[config.mk]
export PLATFORM = sky130hd
export DESIGN_NAME = mem_port_arbiter_flat
export DESIGN_NICKNAME = d
export VERILOG_FILES = /design/src/rtl/mem_port_arbiter_if.sv /design/src/rtl/mem_port_arbiter.sv /design/src/flat_wrapper.sv
export SDC_FILE = /design/constraint.sdc
export NUM_CORES = 1
export LEC_CHECK = 0
export ABC_AREA = 0
export CAP_MARGIN = 20
export CORE_AREA = 2 2 105 107
export DETAILED_ROUTE_END_ITERATION = 7
export DIE_AREA = 0 0 107 109
export GPL_ROUTABILITY_DRIVEN = 0
export SLEW_MARGIN = 40
export SYNTH_ARGS = -nofsm -noshare
export SYNTH_HDL_FRONTEND = slang
export SYNTH_SLANG_ARGS = --single-unit
export TNS_END_PERCENT = 30
[constraint.sdc]
create_clock -name clk -period 2.06 [get_ports clk]
set_clock_uncertainty 0.15 [all_clocks]
set_input_delay 0.412 -clock clk [delete_from_list [all_inputs] [get_ports clk]]
set_output_delay 0.412 -clock clk [all_outputs]
set_load 0.02 [all_outputs]
[src/rtl/mem_port_arbiter_if.sv]
// Shared-memory-port bundle: fetch requester, data requester and the unified memory port.
// The arbiter uses the slave view; the environment (requesters plus memory) uses the master view.
interface mem_port_arbiter_if;
  logic        if_req;
  logic [31:0] if_addr;
  logic        if_gnt;
  logic        if_rvld;
  logic [31:0] if_rdata;

  logic        d_req;
  logic [31:0] d_addr;
  logic [3:0]  d_we;
  logic [31:0] d_wdata;
  logic        d_gnt;
  logic        d_rvld;
  logic [31:0] d_rdata;

  logic        m_req;
  logic [31:0] m_addr;
  logic [3:0]  m_we;
  logic [31:0] m_wdata;
  logic        m_ready;
  logic [31:0] m_rdata;

  modport slave (
    input  if_req, if_addr, d_req, d_addr, d_we, d_wdata, m_ready, m_rdata,
    output if_gnt, if_rvld, if_rdata, d_gnt, d_rvld, d_rdata,
    output m_req, m_addr, m_we, m_wdata
  );

  modport master (
    output if_req, if_addr, d_req, d_addr, d_we, d_wdata, m_ready, m_rdata,
    input  if_gnt, if_rvld, if_rdata, d_gnt, d_rvld, d_rdata,
    input  m_req, m_addr, m_we, m_wdata
  );
endinterface

[src/rtl/mem_port_arbiter.sv]
// Data-priority arbiter for the unified memory port, with a fetch-starvation streak limit
// and a latency-matched tag pipeline that steers each read response to its issuer.
module mem_port_arbiter #(
  parameter int RD_LAT      = 1,
  parameter int MAX_DSTREAK = 4
) (
  input logic              clk,
  input logic              rst,
  mem_port_arbiter_if.slave bus
);

  localparam logic [3:0] STREAK_LIM = 4'(MAX_DSTREAK);

  logic [3:0]        streak_q, streak_d;
  logic [RD_LAT-1:0] tag_vld_q, tag_vld_d;
  logic [RD_LAT-1:0] tag_own_q, tag_own_d;

  logic fetch_starved;
  logic d_win;
  logic f_win;
  logic rd_issue;

  // Grants are gated by rst so nothing leaves the block while reset is held.
  always_comb begin
    fetch_starved = bus.if_req && (streak_q == STREAK_LIM);
    d_win         = rst && bus.m_ready && bus.d_req && !fetch_starved;
    f_win         = rst && bus.m_ready && bus.if_req && !d_win;
    rd_issue      = f_win || (d_win && (bus.d_we == 4'h0));
  end

  always_comb begin
    streak_d = streak_q;
    if (!bus.if_req || f_win) begin
      streak_d = 4'h0;
    end else if (d_win && (streak_q < STREAK_LIM)) begin
      streak_d = streak_q + 4'h1;
    end
  end

  // Owner bit: 1 = data, 0 = fetch. Writes enter as bubbles.
  always_comb begin
    tag_vld_d    = '0;
    tag_own_d    = '0;
    tag_vld_d[0] = rd_issue;
    tag_own_d[0] = d_win;
    for (int i = 1; i < RD_LAT; i++) begin
      tag_vld_d[i] = tag_vld_q[i-1];
      tag_own_d[i] = tag_own_q[i-1];
    end
  end

  always_ff @(posedge clk or negedge rst) begin
    if (!rst) begin
      streak_q  <= 4'h0;
      tag_vld_q <= '0;
      tag_own_q <= '0;
    end else begin
      streak_q  <= streak_d;
      tag_vld_q <= tag_vld_d;
      tag_own_q <= tag_own_d;
    end
  end

  assign bus.if_gnt  = f_win;
  assign bus.d_gnt   = d_win;
  assign bus.m_req   = f_win || d_win;
  assign bus.m_addr  = d_win ? bus.d_addr  : (f_win ? bus.if_addr : 32'h0);
  assign bus.m_we    = d_win ? bus.d_we    : 4'h0;
  assign bus.m_wdata = d_win ? bus.d_wdata : 32'h0;

  assign bus.if_rvld  = tag_vld_q[RD_LAT-1] && !tag_own_q[RD_LAT-1];
  assign bus.d_rvld   = tag_vld_q[RD_LAT-1] &&  tag_own_q[RD_LAT-1];
  assign bus.if_rdata = bus.m_rdata;
  assign bus.d_rdata  = bus.m_rdata;

endmodule

[src/flat_wrapper.sv]
// flat-port wrapper written by rule: the top's interface ports become plain ports
module mem_port_arbiter_flat 
#(
  parameter int RD_LAT      = 1,
  parameter int MAX_DSTREAK = 4
)
  (clk, rst, bus_if_req, bus_if_addr, bus_d_req, bus_d_addr, bus_d_we, bus_d_wdata, bus_m_ready, bus_m_rdata, bus_if_gnt, bus_if_rvld, bus_if_rdata, bus_d_gnt, bus_d_rvld, bus_d_rdata, bus_m_req, bus_m_addr, bus_m_we, bus_m_wdata);
  mem_port_arbiter_if bus_i ();
  input logic clk;
  input logic rst;
  input wire logic [$bits(bus_i.if_req)-1:0] bus_if_req;
  input wire logic [$bits(bus_i.if_addr)-1:0] bus_if_addr;
  input wire logic [$bits(bus_i.d_req)-1:0] bus_d_req;
  input wire logic [$bits(bus_i.d_addr)-1:0] bus_d_addr;
  input wire logic [$bits(bus_i.d_we)-1:0] bus_d_we;
  input wire logic [$bits(bus_i.d_wdata)-1:0] bus_d_wdata;
  input wire logic [$bits(bus_i.m_ready)-1:0] bus_m_ready;
  input wire logic [$bits(bus_i.m_rdata)-1:0] bus_m_rdata;
  output wire logic [$bits(bus_i.if_gnt)-1:0] bus_if_gnt;
  output wire logic [$bits(bus_i.if_rvld)-1:0] bus_if_rvld;
  output wire logic [$bits(bus_i.if_rdata)-1:0] bus_if_rdata;
  output wire logic [$bits(bus_i.d_gnt)-1:0] bus_d_gnt;
  output wire logic [$bits(bus_i.d_rvld)-1:0] bus_d_rvld;
  output wire logic [$bits(bus_i.d_rdata)-1:0] bus_d_rdata;
  output wire logic [$bits(bus_i.m_req)-1:0] bus_m_req;
  output wire logic [$bits(bus_i.m_addr)-1:0] bus_m_addr;
  output wire logic [$bits(bus_i.m_we)-1:0] bus_m_we;
  output wire logic [$bits(bus_i.m_wdata)-1:0] bus_m_wdata;
  assign bus_i.if_req = bus_if_req;
  assign bus_i.if_addr = bus_if_addr;
  assign bus_i.d_req = bus_d_req;
  assign bus_i.d_addr = bus_d_addr;
  assign bus_i.d_we = bus_d_we;
  assign bus_i.d_wdata = bus_d_wdata;
  assign bus_i.m_ready = bus_m_ready;
  assign bus_i.m_rdata = bus_m_rdata;
  assign bus_if_gnt = bus_i.if_gnt;
  assign bus_if_rvld = bus_i.if_rvld;
  assign bus_if_rdata = bus_i.if_rdata;
  assign bus_d_gnt = bus_i.d_gnt;
  assign bus_d_rvld = bus_i.d_rvld;
  assign bus_d_rdata = bus_i.d_rdata;
  assign bus_m_req = bus_i.m_req;
  assign bus_m_addr = bus_i.m_addr;
  assign bus_m_we = bus_i.m_we;
  assign bus_m_wdata = bus_i.m_wdata;
  mem_port_arbiter #(.RD_LAT(RD_LAT), .MAX_DSTREAK(MAX_DSTREAK)) u_core (.clk(clk), .rst(rst), .bus(bus_i));
endmodule
==> metrics list <==
- Port buffering added 177 buffers.
- Adding up every negative setup slack in the final design gives -13.32 ns.
* Leak: 1.562 nW
- Share of Yosys cell area claimed by the top area cell type: 29.95%
- Worst stage delay on the critical path: 0.34 ns
* Synthesized area divided by synthesized cell count: 6.290 sq um
- Number of nets in the final layout: 526
* Critical path fanouts, max: 18
- Max-capacitance violation count: 0
- Placement Cell Area: 0.003196 sq mm
- Sequential cells were found to cover 9.360% of the synthesized design area.
* Final critical path time including I/O delays and setup: 2.292 ns
- Level count of the clock H-tree: 1
- Max Clock Freq: 0.4362 GHz
- The mapped netlist covers 0.001604 sq mm.
* Flip-flop and latch area: approximately 150 sq um
- For this block, the routed nets add up to 7.951 mm of wire.
- The first global-routing pass estimated 11.44 mm of wire.
* TritonCTS Sinks: 6
* HPWL after detailed placement: roughly 5.5 mm
- The die is 107 microns wide.
- The tightest min-delay check is of the in -> async type.
* Power density over the cells: 254.8 mW/mm^2
- Grt total ovfl: 0
- Critical path type: reg -> out
- The hold violation count in the final report is 0.
* Clock buffer depth: 2
* Avg Vias per Cell: 4.223
- The number of slew-limit violations in the final report came to 0.
- The repair_antennas step left the layout with diodes totalling 0.
* Count of vias placed by the detailed router: 2217
* Ys async rst share: 100.0%
- For the pin with the worst max-slew slack, the measured transition is 0.3592 ns.
- Clock tree from TritonCTS: done
* Count of flip-flops with a built-in enable after synthesis: 0
- Share of layout cells above drive strength 1: 33.51%
- Yosys attributes the largest share of cell area to sky130_fd_sc_hd__buf_4, sky130_fd_sc_hd__nand2_1, sky130_fd_sc_hd__and3_1, sky130_fd_sc_hd__o22ai_1, sky130_fd_sc_hd__dfrtp_1.
- Antenna-violating nets left: 0
- Post-Syn Instances: 255
- Final cell utilization of the core: 33.24%
- At the worst endpoint, the arrival time is about 1.7 ns.
- Initial detailed-routing violation count: 106
- The initial antenna violation count is 0.
- The commonest cells after synthesis are sky130_fd_sc_hd__nand2_1, sky130_fd_sc_hd__buf_4, sky130_fd_sc_hd__and3_1.
- Wirelength per Cell: 15.14 microns
- CTS placed an instance of sky130_fd_sc_hd__clkbuf_8 at the clock tree root.
- IR analysis of the VDD net gives a maximum drop of 0.1527 mV.
- Distinct cells, synth: 27
- TritonCTS created 3 clock buffers.
- For this design, the slowest cell found on the critical path is sky130_fd_sc_hd__dfrtp_1.
- Endpoint type of the worst setup path: primary output
- Relative slew slack: 75.83%
- Multi-input logic area: 962.2 sq um
* Area growth syn-to-layout: 119.7%
- Flip-flop cell with the highest count after synthesis: sky130_fd_sc_hd__dfrtp_1
* Critical Path, Cell by Cell: inv_1 > ha_2 > and3b_2 > a21oi_4 > buf_8 > and3_1 > buf_6
- During synthesis, Yosys emitted a total of 0 warnings.
- Vias in the first global route: 2197
- Startpoint class of the critical path: register
- The die is roughly 110 microns tall.
- I/O pin cnt: 274
- The floorplan step defined a die boundary enclosing 0.01166 sq mm.
* Clock-pin slew of the registers on the worst-case setup and hold paths: 0.04 ns
- Entering global routing, the biggest net connects 32 pins.
- Number of placement rows: 38
- GRT Util Overall: 12.30%
* Ratio of final minimum period to clock period: 111.3%
- Filler cells: 1124
- After routing the design area is 0.003525 sq mm.
* Setup slack of the critical path after layout: -0.2324 ns
- Total of endpoints with negative setup slack in the final report: 70
- Yosys top cell by area: sky130_fd_sc_hd__buf_4
- The flow ran to the end, but the final reports show violations.
* Most common cell in the netlist: sky130_fd_sc_hd__nand2_1
- Syn_nets: 394
* Starting density of the core: 15.13%
- Drt pass-1 iters: 4
* Hold-fix buffers, CTS: 0
- Setup slack after placement: -0.7576 ns
* Number of register bits inferred by synthesis: 6
- Required time of the worst setup path: about 1.5 ns
- Placeable core area: 0.01060 sq mm
- The final reports fail on negative setup slack.
* Number of DRC violations after detailed routing: 0
- Setup repair after global routing could not meet its margin everywhere.
- Clock latency on the worst-skew pair: 0.22 ns
==> layout by cell type, fill, tap and decap left out, types with 3 or more instances in the layout <==
| cell | n |
|---|---|
| sky130_fd_sc_hd__buf_4 | 46 |
| sky130_fd_sc_hd__dfrtp_1 | 6 |
| sky130_fd_sc_hd__buf_16 | 3 |
| sky130_fd_sc_hd__o22ai_1 | 28 |
| sky130_fd_sc_hd__dlygate4sd2_1 | 3 |
| sky130_fd_sc_hd__buf_12 | 7 |
| sky130_fd_sc_hd__clkdlybuf4s50_1 | 102 |
| sky130_fd_sc_hd__inv_1 | 3 |
| sky130_fd_sc_hd__a21oi_1 | 3 |
| sky130_fd_sc_hd__o22ai_2 | 3 |
| sky130_fd_sc_hd__nand2_1 | 66 |
| sky130_fd_sc_hd__buf_2 | 4 |
| sky130_fd_sc_hd__and3_4 | 7 |
| sky130_fd_sc_hd__and3_1 | 29 |
| sky130_fd_sc_hd__buf_6 | 42 |
| sky130_fd_sc_hd__clkbuf_8 | 3 |
==> routing by layer <==
metal  wire, microns  global-route usage (%)  up-vias
li1                -                       -     1074
met1            3136                   15.41     1039
met2            4221                   21.84       86
met3             493                   2.451       18
met4              99                   2.690        0
met5               0                       0        -
==> cell families (layout without fill, tap and decap cells) <==
group,Yosys count,after routing,share of synthesized area [%]
AO/OA/AOI/OAI,44,44,17.71
flip-flops,6,6,9.360
buffers and inverters,89,219,37.05
AND/OR/NAND/NOR,114,114,34.32
adder cells (fa/ha/maj),2,2,1.560
==> per-stage QoR <==
step | power (W) | hold slack (ns) | std cells
6_report | 0.0008981 | 0.09901 | 525
2_1_floorplan | 0.0004829 | -0.03359 | 255
3_3_place_gp | 0.0006488 | 0.3885 | 510
5_1_grt | 0.0009437 | 0.1183 | 525
4_1_cts | 0.0008853 | 0.1042 | 524
3_5_place_dp | 0.0006541 | 0.4034 | 510
==> sequential cells by signal, summed over array words and instances (netlist names) <==
signal,count
u_core.streak_q,4
u_core.tag_own_q,1
u_core.tag_vld_q,1
==> worst max-delay path: cells and delay by family, from the launching register on <==
kind / cells / cell delay [ns]
AND/OR/NAND/NOR: 2 / 0.42
adder cells (fa/ha/maj): 1 / 0.18
flip-flops: 1 / 0.34
buffers and inverters: 3 / 0.35
AO/OA/AOI/OAI: 1 / 0.21
==> final timing paths <==
kind	start	end	slack (ns)	cells after the start
min in group clk	u_core.streak_q[3]	u_core.streak_q[3]	0.44	2
max in group asynchronous	rst	u_core.streak_q[1]	1.53	2
hold reg to reg	u_core.streak_q[3]	u_core.streak_q[3]	0.44	2
setup reg to reg	u_core.streak_q[0]	u_core.tag_vld_q	0.52	6
setup / recovery	u_core.streak_q[0]	bus_m_wdata[8]	-0.23	7
hold / removal	rst	u_core.tag_vld_q	0.1	2
==> power breakdown <==
group          total [W]  leakage [nW]  internal, W  switching [W]
Clock           0.000172        0.0216     0.000125      0.0000467
Sequential      0.000122        0.0827     0.000121    0.000000977
Combinational   0.000604          1.46     0.000361       0.000243
Total           0.000898          1.56     0.000607       0.000291
==> what timing repair did <==
action | CTS | global route
setup buffers | 5 | 3
cloned | 6 | 0
endpoints found under the setup margin | 71 | 71
pin swaps | 4 | 8
gates resized for setup | 379 | 46
==> layout make-up <==
cell class / count / area share, %
inverter: 5 / 0.5325
multi-input combinational: 160 / 27.30
timing repair buffer: 211 / 61.77
sequential: 6 / 4.260
tap: 140 / 4.970
clock buffer: 3 / 1.171
Note: power is estimated with default switching activity, not from simulation.
